<file path="src/rtl/dma_burst_device.sv">
// Clocked external device model: holds a batch of burst-wide blocks, requests a DMA transfer
// with a timed interrupt, serves offset-addressed burst reads, then refills and re-arms.
module dma_burst_device #(
    parameter int unsigned WORD_SIZE   = 16,
    parameter int unsigned BURST_WORDS = 4,
    parameter int unsigned NUM_BLOCKS  = 3,
    parameter int unsigned OFFSET_BITS = 2,
    parameter int unsigned FIRE_DELAY  = 1891,
    parameter int unsigned INT_CYCLES  = 10,
    parameter int unsigned NUM_BATCHES = 2
) (
    input  logic                            clk,
    input  logic                            reset,
    input  logic [OFFSET_BITS-1:0]          offset,
    input  logic                            rd_en,
    input  logic                            intr_ack,
    input  logic                            done,
    output logic                            interrupt,
    output logic [BURST_WORDS*WORD_SIZE-1:0] data,
    output logic                            data_valid,
    output logic                            err,
    output logic                            busy
);

    localparam int unsigned DataW  = BURST_WORDS * WORD_SIZE;
    localparam int unsigned MaxCnt = (FIRE_DELAY > INT_CYCLES) ? FIRE_DELAY : INT_CYCLES;
    localparam int unsigned CntW   = $clog2(MaxCnt + 1);
    localparam logic [CntW-1:0] FireLast = CntW'(FIRE_DELAY - 1);
    localparam logic [CntW-1:0] IntLast  = CntW'(INT_CYCLES - 1);

    typedef enum logic [2:0] {
        StWait,
        StReq,
        StServe,
        StDone,
        StHalt
    } state_e;

    // Word w of block b in batch n is {n, b[3:0], w[3:0]}, zero-extended.
    function automatic logic [DataW-1:0] block_pattern(input logic [7:0] n,
                                                       input int unsigned b);
        logic [DataW-1:0] blk;
        blk = '0;
        for (int unsigned w = 0; w < BURST_WORDS; w++) begin
            blk[w*WORD_SIZE +: WORD_SIZE] = WORD_SIZE'({n, 4'(b), 4'(w)});
        end
        return blk;
    endfunction

    state_e           state_q, state_d;
    logic [CntW-1:0]  cnt_q, cnt_d;
    logic [7:0]       batch_q, batch_d;
    logic [DataW-1:0] data_q, data_d;
    logic             dv_q, dv_d;
    logic             err_q, err_d;
    logic             reload;
    logic             offset_ok;
    logic [DataW-1:0] mem_q [NUM_BLOCKS];

    assign offset_ok = 32'(offset) < NUM_BLOCKS;

    always_comb begin
        state_d = state_q;
        cnt_d   = cnt_q;
        batch_d = batch_q;
        data_d  = data_q;
        dv_d    = 1'b0;
        err_d   = 1'b0;
        reload  = 1'b0;
        unique case (state_q)
            StWait: begin
                if (cnt_q == FireLast) begin
                    state_d = StReq;
                    cnt_d   = '0;
                end else begin
                    cnt_d = cnt_q + 1'b1;
                end
            end
            StReq: begin
                // An ack on the final timeout cycle still wins.
                if (intr_ack) begin
                    state_d = StServe;
                    cnt_d   = '0;
                end else if (cnt_q == IntLast) begin
                    state_d = StWait;
                    cnt_d   = '0;
                end else begin
                    cnt_d = cnt_q + 1'b1;
                end
            end
            StServe: begin
                if (rd_en) begin
                    if (offset_ok) begin
                        data_d = mem_q[offset];
                        dv_d   = 1'b1;
                    end else begin
                        err_d = 1'b1;
                    end
                end
                if (done) begin
                    state_d = StDone;
                end
            end
            StDone: begin
                batch_d = batch_q + 8'd1;
                reload  = 1'b1;
                cnt_d   = '0;
                if ((NUM_BATCHES != 0) && (batch_d == 8'(NUM_BATCHES))) begin
                    state_d = StHalt;
                end else begin
                    state_d = StWait;
                end
            end
            StHalt: begin
                state_d = StHalt;
            end
            default: begin
                state_d = StWait;
            end
        endcase
    end

    always_ff @(posedge clk) begin
        if (reset) begin
            state_q <= StWait;
            cnt_q   <= '0;
            batch_q <= '0;
            data_q  <= '0;
            dv_q    <= 1'b0;
            err_q   <= 1'b0;
            for (int unsigned b = 0; b < NUM_BLOCKS; b++) begin
                mem_q[b] <= block_pattern(8'd0, b);
            end
        end else begin
            state_q <= state_d;
            cnt_q   <= cnt_d;
            batch_q <= batch_d;
            data_q  <= data_d;
            dv_q    <= dv_d;
            err_q   <= err_d;
            if (reload) begin
                for (int unsigned b = 0; b < NUM_BLOCKS; b++) begin
                    mem_q[b] <= block_pattern(batch_d, b);
                end
            end
        end
    end

    // Status outputs decode the registered state, so no input reaches them combinationally.
    assign interrupt  = (state_q == StReq);
    assign busy       = (state_q == StServe);
    assign data       = data_q;
    assign data_valid = dv_q;
    assign err        = err_q;

endmodule
</file>
<file path="config.mk">
export PLATFORM = sky130hd
export DESIGN_NAME = dma_burst_device
export DESIGN_NICKNAME = d
export VERILOG_FILES = /design/src/rtl/dma_burst_device.sv
export SDC_FILE = /design/constraint.sdc
export NUM_CORES = 1
export LEC_CHECK = 0
export ABC_AREA = 0
export ABC_CLOCK_PERIOD_IN_PS = 2650
export CORE_UTILIZATION = 50
export CTS_BUF_LIST = sky130_fd_sc_hd__clkbuf_4
export DETAILED_ROUTE_END_ITERATION = 8
export PLACE_DENSITY = 0.85
export REMOVE_ABC_BUFFERS = 1
export SYNTH_ARGS = -nofsm -noshare
export SYNTH_HDL_FRONTEND = slang
export SYNTH_SLANG_ARGS = --single-unit
</file>
<file path="constraint.sdc">
create_clock -name clk -period 2.65 [get_ports clk]
set_input_delay 0.3975 -clock clk [delete_from_list [all_inputs] [get_ports clk]]
set_output_delay 0.3975 -clock clk [all_outputs]
set_load 0.03 [all_outputs]
</file>
==> results.toml <==
[detailed_routing]
post_drt_wl_per_cell_um = 11.8
antenna_left = 0
routed_wl_um = 4080
drt_iter0_drc = 93
vias = 1780
dr.pass1.iters = 4
viasPerCell = 5.17
drc = 0

[yosys]
synth_ff_type = "dfxtp_1"
synth-seq-cells = 43
yosysMostFrequentCell = "buf_4"
netlist_instances = 271
yosysSeqAreaShare = 0.387
synth.distinct_cells = 43
synth_enable_flop_cells = 8
synth_area_um2 = 2430
syn_area_per_cell_um2 = 8.98
synth_top_cell_by_area = "dfxtp_1"
synthTopCellsByArea = "dfxtp_1 29%, buf_4 16%, edfxtp_1 9.9%, nor2_1 5.6%, xnor2_1 5.0%"
yosysWarnings = 0
synth.top_cell.area_share = 0.288
async_reset_ff_frac = 0
yosys-top-cells-count = "53 x buf_4, 36 x nor2_1, 35 x dfxtp_1"

[layout]
nets = 301
fin_area_um2 = 2730
layout-drive-gt1-share = 0.0517
n_fill_cell = 402
postLayoutCoreUtil = 0.581
antenna_cells = 0
area_growth_pct = 12.1

[clock_network]
cts_resized = 0
htreeDepth = 2
cts.sinks = 43
post_cts_buffers = 0
cts_tree = "built"
clock-root-buffer = "clkbuf_4"
ctsLongestPathBuffers = 2
clk_pin_slew_ns = 0.12
cts_hold_buf = 0
clkLatencyLatePin_ns = 0.34
cts_made_buffers = 5

[worst_setup_path]
critical_path_class = "flip-flop to primary output"
crit_path_end_kind = "primary output"
critical_path_buf_inv_count = 1
cpMaxStageDelayCell = "clkdlybuf4s50_1"
cp-start-kind = "flip-flop"
reg2reg_slack_ns = 0.75
crit_arrival_ns = 1.98
required_ns = 2.25
cpPeakStageDelay_ns = 0.74
crit_fanout = 12
worstPathCellList = "nor3b_1, clkdlybuf4s50_1"
crit_family = "buffers and inverters"

[timing]
rsz0062_at_grt = "no"
worst_pin_slew_ns = 0.618
final-setup-viol-count = 0
timing.fmax_mhz = 421
setup_ws_ns = 0.276
relSlewSlack = 0.584
period_share = 0.896
finalHoldViolations = 0
finClkSkew_ns = 0.00464
setup_tns_ns = 0
maxSlewViolCount = 0
layout_min_cycle_time_ns = 2.37

[power]
total_power_uw = 1060
ir_drop_mv = 0.178
power_leakage_uw = 0.00100
powerDensity_nw_per_um2 = 388

[place]
hpwl_um = 2980
place_ws_ns = 0.513
dpl_cell_area_um2 = 2680
io_buffer_count = 54
globalplace.congestion = 0.820

[floorplan]
core-area_um2 = 4690
num_rows = 25
initial_core_util = 0.518
die_x_um = 71.7
dieArea_um2 = 5150
pin_count = 75
die_h_um = 71.7

[grt]
grt_use_total = 0.165
grt_max_degree = 22
grt_pass1_wl_um = 6700
overflow = 0
grt_pass1_vias = 1500
antenna_found_initial = 0

[status]
outcome = "finished, final reports clean"

[run]
maxCapViolCount = 0

[worst_hold_path]
hold_path.class = "flip-flop to flip-flop"
-- sequential cells by signal (all words and copies together), names as in the netlist --
name / count
batch_q: 8
mem_q: 8
state_q: 3
data: 11
err: 1
data_valid: 1
cnt_q: 11
-- worst paths after layout --
kind,startpoint,to,depth (start not counted)
worst max-delay path,state_q[1],busy,2
worst min-delay path,mem_q[2][38],data[62],2
worst max register to register,state_q[2],cnt_q[1],5
worst min register to register,mem_q[2][38],data[62],2
-- through the flow --
stage	std cells	hold slack [ns]
CTS	344	0.495
global route	344	0.529
finish	344	0.494
detailed placement	336	0.465
global placement	336	0.458
floorplan	226	0.453
-- cell usage in the layout, fill, tap and decap left out, drive strengths merged, types with 8 or more instances in the layout --
cell            n
nand2          11
a21oi           8
xnor2          14
mux2i           9
nor3            8
conb           20
dfxtp          35
clkdlybuf4s50  54
nor2           36
edfxtp          8
-- report_power, final --
| group | internal (uW) | total [uW] | leakage [uW] | switching, uW |
|---|---|---|---|---|
| registers | 673 | 681 | 0.000365 | 7.60 |
| logic | 19.3 | 79.4 | 0.000601 | 60.1 |
| clock network | 98.9 | 298 | 0.0000347 | 199 |
| total | 791 | 1060 | 0.00100 | 267 |
-- logic make-up after synthesis --
| logic type | Yosys count | synth area share |
|---|---|---|
| xor+xnor | 19 | 0.0684 |
| compound gates | 25 | 0.0710 |
| fa+ha+maj | 5 | 0.0257 |
| buf+inv | 71 | 0.197 |
| simple gates | 98 | 0.213 |
| other cells | 1 | 0.00154 |
| flops | 43 | 0.387 |
| mux | 9 | 0.0370 |
-- worst register-to-register path, delay by kind of cell (launching register included) --
family,cells,cell delay [ns]
simple gates,1,0.61
compound gates,3,0.51
buf+inv,1,0.22
flops,1,0.48
-- per-layer routing --
layer | vias up | track usage | routed length (um)
li1 | 891 | - | -
met1 | 809 | 0.199 | 1800
met2 | 75 | 0.283 | 1960
met3 | 5 | 0.0422 | 250
met4 | 0 | 0.0654 | 59
met5 | - | 0 | 0
-- area by class of cell --
cell class | count | area, um^2 | area share
Multi-Input combinational cell | 176 | 1080 | 0.398
Sequential cell | 43 | 941 | 0.345
Timing Repair Buffer | 56 | 556 | 0.204
Tap cell | 54 | 67.6 | 0.0248
Clock buffer | 5 | 37.5 | 0.0138
Inverter | 7 | 26.3 | 0.00963
Clock inverter | 3 | 15.0 | 0.00550
(Power assumes the default switching activity.)
